===== src/rtl/button_conditioner_pkg.sv =====
// ============================================================================
// Module   : button_conditioner_pkg
// Brief    : Shared stopwatch constants: channel indices, debounce FSM state
//            encodings and default timing parameters.
// Revision : 1.0 - initial release
// ============================================================================
`default_nettype none

package button_conditioner_pkg;

    localparam int BTN_START = 0;
    localparam int BTN_LAP   = 1;
    localparam int BTN_CLEAR = 2;
    localparam int NUM_BTN   = 3;

    localparam int DEFAULT_DEBOUNCE_CYCLES = 5000;
    localparam int DEFAULT_HOLD_CYCLES     = 1000000;

    localparam logic [1:0] ST_STABLE_LO = 2'd0;
    localparam logic [1:0] ST_PEND_HI   = 2'd1;
    localparam logic [1:0] ST_STABLE_HI = 2'd2;
    localparam logic [1:0] ST_PEND_LO   = 2'd3;

endpackage : button_conditioner_pkg

`default_nettype wire


===== src/rtl/button_conditioner_if.sv =====
// ============================================================================
// Module   : button_conditioner_if
// Brief    : Raw button inputs and conditioned level/pulse outputs.
// Revision : 1.0 - initial release
// ============================================================================
`default_nettype none

interface button_conditioner_if;
    import button_conditioner_pkg::*;

    logic [NUM_BTN-1:0] btn_raw;
    logic [NUM_BTN-1:0] btn_level;
    logic [NUM_BTN-1:0] btn_pulse;
    logic               clear_pulse;

    modport master (
        output btn_raw,
        input  btn_level,
        input  btn_pulse,
        input  clear_pulse
    );

    modport slave (
        input  btn_raw,
        output btn_level,
        output btn_pulse,
        output clear_pulse
    );

endinterface : button_conditioner_if

`default_nettype wire


===== src/rtl/button_conditioner_debounce_channel.sv =====
// ============================================================================
// Module   : debounce_channel
// Brief    : One button: 2-flop synchronizer, 4-state debounce FSM with a
//            saturating stability counter, and a rising-edge pulse.
// Revision : 1.0 - initial release
// ============================================================================
`default_nettype none

module debounce_channel
    import button_conditioner_pkg::*;
#(
    parameter int DEBOUNCE_CYCLES = DEFAULT_DEBOUNCE_CYCLES
) (
    input  wire logic clk,
    input  wire logic res,
    input  wire logic i_btn_raw,
    output logic      o_btn_level,
    output logic      o_btn_pulse
);

    localparam int              CW      = $clog2(DEBOUNCE_CYCLES + 1);
    localparam logic [CW-1:0]   CNT_MAX = CW'(DEBOUNCE_CYCLES);
    localparam logic [CW-1:0]   CNT_ONE = CW'(1);

    logic          sync1_q, sync2_q;
    logic [1:0]    state_q, state_d;
    logic [CW-1:0] cnt_q, cnt_d;
    logic [CW-1:0] w_cnt_inc;
    logic          level_q, level_d;
    logic          pulse_q, pulse_d;

    assign w_cnt_inc = (cnt_q == CNT_MAX) ? cnt_q : cnt_q + CNT_ONE;

    always_comb begin
        state_d = state_q;
        cnt_d   = cnt_q;
        level_d = level_q;
        pulse_d = 1'b0;
        case (state_q)
            ST_STABLE_LO: begin
                if (sync2_q) begin
                    state_d = ST_PEND_HI;
                    cnt_d   = CNT_ONE;
                end
            end
            ST_PEND_HI: begin
                if (!sync2_q) begin
                    state_d = ST_STABLE_LO;
                    cnt_d   = '0;
                end else if (cnt_q >= CNT_MAX) begin
                    state_d = ST_STABLE_HI;
                    cnt_d   = '0;
                    level_d = 1'b1;
                    pulse_d = 1'b1;
                end else begin
                    cnt_d   = w_cnt_inc;
                end
            end
            ST_STABLE_HI: begin
                if (!sync2_q) begin
                    state_d = ST_PEND_LO;
                    cnt_d   = CNT_ONE;
                end
            end
            ST_PEND_LO: begin
                if (sync2_q) begin
                    state_d = ST_STABLE_HI;
                    cnt_d   = '0;
                end else if (cnt_q >= CNT_MAX) begin
                    state_d = ST_STABLE_LO;
                    cnt_d   = '0;
                    level_d = 1'b0;
                end else begin
                    cnt_d   = w_cnt_inc;
                end
            end
            default: begin
                state_d = ST_STABLE_LO;
                cnt_d   = '0;
                level_d = 1'b0;
            end
        endcase
    end

    always_ff @(posedge clk) begin
        if (res) begin
            sync1_q <= 1'b0;
            sync2_q <= 1'b0;
            state_q <= ST_STABLE_LO;
            cnt_q   <= '0;
            level_q <= 1'b0;
            pulse_q <= 1'b0;
        end else begin
            sync1_q <= i_btn_raw;
            sync2_q <= sync1_q;
            state_q <= state_d;
            cnt_q   <= cnt_d;
            level_q <= level_d;
            pulse_q <= pulse_d;
        end
    end

    assign o_btn_level = level_q;
    assign o_btn_pulse = pulse_q;

endmodule : debounce_channel

`default_nettype wire


===== src/rtl/button_conditioner.sv =====
// ============================================================================
// Module   : button_conditioner
// Brief    : Debounces the three stopwatch buttons and derives the clear
//            request. Define HOLD_CLEAR_EN to require a long press on clear.
// Revision : 1.0 - initial release
// ============================================================================
`default_nettype none

module button_conditioner
    import button_conditioner_pkg::*;
#(
    parameter int DEBOUNCE_CYCLES = DEFAULT_DEBOUNCE_CYCLES,
    parameter int HOLD_CYCLES     = DEFAULT_HOLD_CYCLES
) (
    input  wire logic            clk,
    input  wire logic            res,
    button_conditioner_if.slave  bus
);

    logic [NUM_BTN-1:0] w_level;
    logic [NUM_BTN-1:0] w_pulse;

    if (DEBOUNCE_CYCLES < 1 || HOLD_CYCLES < 1) begin : g_param_check
        $error("button_conditioner: DEBOUNCE_CYCLES and HOLD_CYCLES must be >= 1");
    end

    for (genvar i = 0; i < NUM_BTN; i++) begin : g_chan
        debounce_channel #(
            .DEBOUNCE_CYCLES (DEBOUNCE_CYCLES)
        ) u_chan (
            .clk         (clk),
            .res         (res),
            .i_btn_raw   (bus.btn_raw[i]),
            .o_btn_level (w_level[i]),
            .o_btn_pulse (w_pulse[i])
        );
    end

    assign bus.btn_level = w_level;
    assign bus.btn_pulse = w_pulse;

`ifdef HOLD_CLEAR_EN
    localparam int            HW        = $clog2(HOLD_CYCLES + 1);
    localparam logic [HW-1:0] HOLD_MAX  = HW'(HOLD_CYCLES);
    localparam logic [HW-1:0] HOLD_LAST = HW'(HOLD_CYCLES - 1);

    logic [HW-1:0] hold_cnt_q, hold_cnt_d;
    logic          clear_pulse_q, clear_pulse_d;

    // Counter parks at HOLD_MAX, so a long press fires exactly once.
    always_comb begin
        hold_cnt_d    = '0;
        clear_pulse_d = 1'b0;
        if (w_level[BTN_CLEAR]) begin
            hold_cnt_d    = (hold_cnt_q == HOLD_MAX) ? hold_cnt_q : hold_cnt_q + HW'(1);
            clear_pulse_d = (hold_cnt_q == HOLD_LAST);
        end
    end

    always_ff @(posedge clk) begin
        if (res) begin
            hold_cnt_q    <= '0;
            clear_pulse_q <= 1'b0;
        end else begin
            hold_cnt_q    <= hold_cnt_d;
            clear_pulse_q <= clear_pulse_d;
        end
    end

    assign bus.clear_pulse = clear_pulse_q;
`else
    assign bus.clear_pulse = w_pulse[BTN_CLEAR];
`endif

endmodule : button_conditioner

`default_nettype wire


===== src/flat_wrapper.sv =====
// flat-port wrapper written by rule: the top's interface ports become plain ports
module button_conditioner_flat import button_conditioner_pkg::*;
#(
    parameter int DEBOUNCE_CYCLES = DEFAULT_DEBOUNCE_CYCLES,
    parameter int HOLD_CYCLES     = DEFAULT_HOLD_CYCLES
)
  (clk, res, bus_btn_raw, bus_btn_level, bus_btn_pulse, bus_clear_pulse);
  button_conditioner_if bus_i ();
  input  wire logic clk;
  input  wire logic res;
  input wire logic [$bits(bus_i.btn_raw)-1:0] bus_btn_raw;
  output wire logic [$bits(bus_i.btn_level)-1:0] bus_btn_level;
  output wire logic [$bits(bus_i.btn_pulse)-1:0] bus_btn_pulse;
  output wire logic [$bits(bus_i.clear_pulse)-1:0] bus_clear_pulse;
  assign bus_i.btn_raw = bus_btn_raw;
  assign bus_btn_level = bus_i.btn_level;
  assign bus_btn_pulse = bus_i.btn_pulse;
  assign bus_clear_pulse = bus_i.clear_pulse;
  button_conditioner #(.DEBOUNCE_CYCLES(DEBOUNCE_CYCLES), .HOLD_CYCLES(HOLD_CYCLES)) u_core (.clk(clk), .res(res), .bus(bus_i));
endmodule

===== config.mk =====
export PLATFORM = sky130hd
export DESIGN_NAME = button_conditioner_flat
export DESIGN_NICKNAME = d
export VERILOG_FILES = /design/src/rtl/button_conditioner_pkg.sv /design/src/rtl/button_conditioner_if.sv /design/src/rtl/button_conditioner_debounce_channel.sv /design/src/rtl/button_conditioner.sv /design/src/flat_wrapper.sv
export SDC_FILE = /design/constraint.sdc
export NUM_CORES = 1
export LEC_CHECK = 0
export ABC_AREA = 1
export BUFFER_PORTS_ARGS = -buffer_cell sky130_fd_sc_hd__buf_2
export CELL_PAD_IN_SITES_DETAIL_PLACEMENT = 1
export CELL_PAD_IN_SITES_GLOBAL_PLACEMENT = 1
export CORE_AREA = 5 5 95 97
export CTS_BUF_LIST = sky130_fd_sc_hd__clkbuf_16
export DETAILED_ROUTE_END_ITERATION = 8
export DIE_AREA = 0 0 100 102
export HOLD_SLACK_MARGIN = 0.06
export PLACE_DENSITY_LB_ADDON = 0.08
export RECOVER_POWER = 50
export SLEW_MARGIN = 40
export SYNTH_ARGS = -nofsm -noshare
export SYNTH_HDL_FRONTEND = slang
export SYNTH_HIERARCHICAL = 1
export SYNTH_SLANG_ARGS = --single-unit

===== constraint.sdc =====
create_clock -name clk -period 1.1 [get_ports clk]
set_input_delay 0 -clock clk [delete_from_list [all_inputs] [get_ports clk]]
set_output_delay 0 -clock clk [all_outputs]
set_load 0.05 [all_outputs]

-- Yosys cells after proc, flatten, opt, wreduce, memory -nomap -nowiden
Index checks and enable logic that the tools add are counted.
W data, S select, Z words.
- bitwise gates (word level): 6
- $lt $le $gt $ge: 3
- equality and inequality tests: 36
- reduce and logical (&&, ||, !) cells: 18
- mux-type cells: 60
- add/sub/neg operators: 3
- operator list (cell ; number):
    $mux W13 ; 18
    $pmux W13 S4 ; 3
    $add A13 B1 Y13 const B ; 3
    $eq A13 B13 Y1 const B ; 3
    $ge A13 B13 Y1 const B ; 3
    $mux W2 ; 18
    $ne A2 B2 Y1 const B ; 18
    $pmux W2 S4 ; 3
    $ne A3 B3 Y1 const B ; 6
    $mux W1 ; 15
    $reduce_and A5 Y1 ; 3
    $eq A2 B2 Y1 const B ; 6
    $reduce_and A4 Y1 ; 3
    $reduce_or A3 Y1 ; 3
    $eq A2 B1 Y1 const B ; 3
    $logic_not A2 Y1 ; 3
    $not A1 Y1 ; 6
    $pmux W1 S2 ; 3
    $reduce_and A2 Y1 ; 3
    $reduce_bool A2 Y1 ; 3
- input bits: 5
- register bits: 57

-- Longest topological paths before layout
- word-level depth: 5
- depth in mapped cells: 10
- gate-level depth less buffers: 10

-- Hierarchy
Netlist, hierarchy kept.
- by module, submodules not included (module ; cells each ; times used ; area an instance (um2)):
    debounce_channel at u_core.g_chan[0].u_chan ... ; 164 ; 2 ; 1087.3
    debounce_channel at u_core.g_chan[2].u_chan ; 150 ; 1 ; 983.4
    button_conditioner ; 1 ; 1 ; 7.5

-- Worst setup path before layout
Ideal clock, no wire load.
- path type: reg2reg
- start: register u_core.g_chan[0].u_chan.cnt_q[1]
- end: register u_core.g_chan[0].u_chan.cnt_q[8]
- library setup time: 0.071 ns
- setup slack: -0.160 ns
- path buffers: 0
- stages on the path, launching flop included: 8
- data arrival time: 1.189 ns
- data required time: 1.029 ns
- path through: dfxtp_1 > ha_1 > nand3_2 > nor2_4 > nand2_1 > xnor2_1 > nand2_1 > a21oi_1
- cells in the longest elaborated chain, start to end: 5
- ends and longest elaborated chain (what ; line ; text):
    start: declaration ; button_conditioner_debounce_channel.sv:27 ; logic [CW-1:0] cnt_q, cnt_d;
    start signal: assignment ; button_conditioner_debounce_channel.sv:97 ; cnt_q <= cnt_d;
    $add A13 B1 Y13 / $eq A13 B13 Y1 (equally long branches) ; button_conditioner_debounce_channel.sv:32 ; assign w_cnt_inc = (cnt_q == CNT_MAX) ? cnt_q : cnt_q + CNT_ONE;
    $mux W13 ; button_conditioner_debounce_channel.sv:32 ;
    $mux W13 (*) ; button_conditioner_debounce_channel.sv:50, button_conditioner_debounce_channel.sv:69 ;
    $mux W13 (on tied branches) ; button_conditioner_debounce_channel.sv:66, button_conditioner_debounce_channel.sv:47 ;
    $pmux W13 S4 (*) ; button_conditioner_debounce_channel.sv:39 ; case (state_q)
Every way passes the cells marked *; elsewhere a longest branch is shown, timed or not.
A chain may end at the register's enable or synchronous reset.

==> impl_metrics.yaml <==
run_status:
  run_status: "finished with violations"
  violations: "negative setup slack"
sta:
  drv_slew: 0
  final_hold_viol_count: 0
  period_share_pct: 144
  setup_viol: 51
  timing.slew.headroom_pct: 67.3
  finalWorstSetupSlack_ns: -0.485
  fin_skew_ns: 0.00789
  grt_setup_unrepaired: "true"
  min_period_ns: 1.58
  tightestPinTransition_ns: 0.490
  max_freq_ghz: 0.631
logic_synthesis:
  mapped_area_um2: 3170
  synth_edf_count: 0
  synth.top_cells.by_area: "sky130_fd_sc_hd__dfxtp_1 36%, sky130_fd_sc_hd__nand2_1 15%, sky130_fd_sc_hd__nor2_1 8.3%"
  sequential_element_share_of_the_synthesized_area_pct: 36.0
  synthCells: 479
  synth_cell_types: 30
  synth_async_sr_flop_share_pct: 0
  synth_area_leader_cell: "sky130_fd_sc_hd__dfxtp_1"
  synth_top_cell_area_share_pct: 36.0
  synth-main-ff-cell: "sky130_fd_sc_hd__dfxtp_1"
  synth_area_per_cell_um2: 6.61
  yosys_warnings: 6
  mappedNetlistNets: 490
  synth.ff_latch_count: 57
cts:
  cts.sink_count: 57
  clkLatencyLatePin_ns: 0.34
  ctsHtreeMaxLevel: 3
  cts_buffers: 9
  cts_root_buffer: "sky130_fd_sc_hd__clkbuf_16"
  clock_tree.buffer_depth: 2
  cts_tree: "done"
  worst_setup_hold_path_clk_slew_ns: 0.05
floorplanning:
  die_y_um: 102
  floorplan.die_area_um2: 10200
  pin_count: 12
  fp-row-count: 33
  fp.coreArea_um2: 8050
  starting_density_of_the_core_pct: 39.3
  die-width_um: 100
route:
  met3_length_mm: 1.14
  top_signal_layer_used: "met4"
  antenna_violating_nets_post_route: 0
  drt_pass1_iterations: 5
  met1_length_mm: 6.76
  drc: 0
  route.final.wire_length_mm: 18.9
  met2_length_mm: 9.61
  vias: 4290
  detail_route.wl_per_cell_um: 25.6
  drt-initial-drc-count: 210
  viasPerCell: 5.80
setup_path:
  worst-r2r-setup-slack_ns: -0.48
  worst_setup_path_end_kind: "register"
  critPathKind: "register to register"
  critPathArrivalTime_ns: 1.85
  critPathRequiredTime_ns: 1.36
  path_max_fanout: 4
  timing.critical_path.from_type: "register"
cells_and_area:
  stdcell_area_um2: 5600
  antenna_cells: 0
  multi_input_comb_area_um2: 2500
  final_nets: 641
  area_growth_from_synthesis_to_final_layout_pct: 76.9
  fillerInstances: 929
  layout_commonest_cell: "sky130_fd_sc_hd__buf_4"
  final_layout_size_suffix_gt1_share_pct: 61.1
  fin_util_pct: 69.6
  register_area_um2: 1230
  mostFrequentLayoutCells: "113 x sky130_fd_sc_hd__buf_4, 68 x sky130_fd_sc_hd__nand2_1, 45 x sky130_fd_sc_hd__nand2_2, 42 x sky130_fd_sc_hd__inv_1, 35 x sky130_fd_sc_hd__nor2_1"
global_routing:
  grt_antenna_before_repair: 0
  number_of_global_route_vias_before_repair: 4527
  grt.total_usage_pct: 30.6
  grt-ovfl-total: 0
  grt_first_pass_wirelength_mm: 23.9
  grt_start_max_net_pins: 20
placed_design:
  placement.io_buffers: 11
  dpl_cell_area_um2: 4140
  place.gp.congestion: 0.865
  final_hpwl_dp_mm: 7.62
hold_path:
  min_delay_worst_type: "primary input to register"
job:
  max_cap_viol_count: 0
power:
  static-leakage-power_nw: 2.48
  peakVddDrop_mv: 0.870
  post-layout-total-power_mw: 5.91
  cellPowerDensity_nw_per_um2: 1060
==> final cells by class <==
class | count | share of cell area (%)
flip-flops and latches | 57 | 22.0
multi-input cells | 346 | 44.6
repair buffers | 147 | 21.4
clock inverters | 7 | 0.514
clock buffers | 9 | 4.02
inverters | 68 | 4.83
repair inverters | 1 | 0.290
well taps | 105 | 2.35
==> state kept, by name (all words and copies together) (netlist names), named ones only <==
register	flops
u_core/g_chan.u_chan/cnt_q	39
u_core/g_chan.u_chan/o_btn_level	3
u_core/g_chan.u_chan/o_btn_pulse	3
u_core/g_chan.u_chan/state_q	3
u_core/g_chan.u_chan/sync1_q	3
u_core/g_chan.u_chan/sync2_q	3
==> worst paths after layout <==
kind,from,endpoint,cells past startpoint
setup / recovery,u_core/g_chan[1].u_chan/cnt_q[12]$_SDFFE_PP0P_,register,10
hold / removal,res,u_core/g_chan[0].u_chan/sync2_q$_SDFF_PP0_,3
setup reg to reg,u_core/g_chan[1].u_chan/cnt_q[12]$_SDFFE_PP0P_,register,10
hold reg to reg,u_core/g_chan[0].u_chan/sync1_q$_SDFF_PP0_,u_core/g_chan[0].u_chan/sync2_q$_SDFF_PP0_,2
==> synthesized netlist by cell type, types with 4 or more instances <==
library cell / count
sky130_fd_sc_hd__nand2_1: 123
sky130_fd_sc_hd__nor2_1: 70
sky130_fd_sc_hd__inv_1: 63
sky130_fd_sc_hd__dfxtp_1: 57
sky130_fd_sc_hd__a21oi_1: 40
sky130_fd_sc_hd__nand3_1: 20
sky130_fd_sc_hd__o21ai_0: 17
sky130_fd_sc_hd__nand4_1: 15
sky130_fd_sc_hd__nand2_2: 13
sky130_fd_sc_hd__ha_1: 6
sky130_fd_sc_hd__nor3_1: 6
sky130_fd_sc_hd__inv_2: 5
sky130_fd_sc_hd__nor2_4: 5
sky130_fd_sc_hd__nor2_2: 4
sky130_fd_sc_hd__o21ai_1: 4
==> power breakdown <==
part	switching [mW]	internal (mW)	total [mW]
Sequential	0.0750	2.11	2.18
Clock	1.09	1.48	2.56
Combinational	0.718	0.450	1.17
Total	1.88	4.04	5.91
==> critical path: stages (launching register included) <==
cell and delay (ns):
sky130_fd_sc_hd__dfxtp_1 0.45, sky130_fd_sc_hd__inv_1 0.13, sky130_fd_sc_hd__nor2_2 0.24, sky130_fd_sc_hd__inv_2 0.08, sky130_fd_sc_hd__nand2_2 0.09, sky130_fd_sc_hd__nor2_4 0.06
sky130_fd_sc_hd__nand2_4 0.12, sky130_fd_sc_hd__nand2_4 0.09, sky130_fd_sc_hd__nand2_2 0.07, sky130_fd_sc_hd__nand2_2 0.06, sky130_fd_sc_hd__nor2_2 0.13
==> logic make-up after synthesis <==
| family | Yosys count | synth area share, % |
|---|---|---|
| AND/OR/NAND/NOR | 265 | 38.3 |
| buffers and inverters | 76 | 9.45 |
| AO/OA/AOI/OAI | 70 | 12.5 |
| flip-flops | 57 | 36.0 |
| adder cells (fa/ha/maj) | 6 | 2.37 |
| XOR/XNOR | 5 | 1.38 |
==> per-stage QoR <==
stage / setup TNS, ns / cells / setup slack, ns / hold WS (ns)
after global routing: -18.05 / 740 / -0.519 / 0.185
final: -16.17 / 740 / -0.485 / 0.189
after floorplan: -0.487 / 479 / -0.0724 / 0.0697
after detailed placement: -9.35 / 680 / -0.284 / 0.217
after CTS: -7.58 / 727 / -0.271 / 0.168
after global placement: -6.18 / 680 / -0.203 / 0.203
==> what timing repair did <==
action	CTS	global route
endpoints found under the setup margin	51	51
pin swaps	68	60
buffers inserted	27	15
hold buffers	4	0
endpoints found under the hold margin	8	0
cloned	1	0
gates resized for setup	156	114
==> per-layer routing <==
layer  track usage [%]  vias to the layer above
met5                 0                        -
met4              18.8                        0
li1                  -                     1830
met3              5.32                      129
met2              56.7                      242
met1              32.2                     2089
Note: power is estimated with default switching activity, not from simulation.
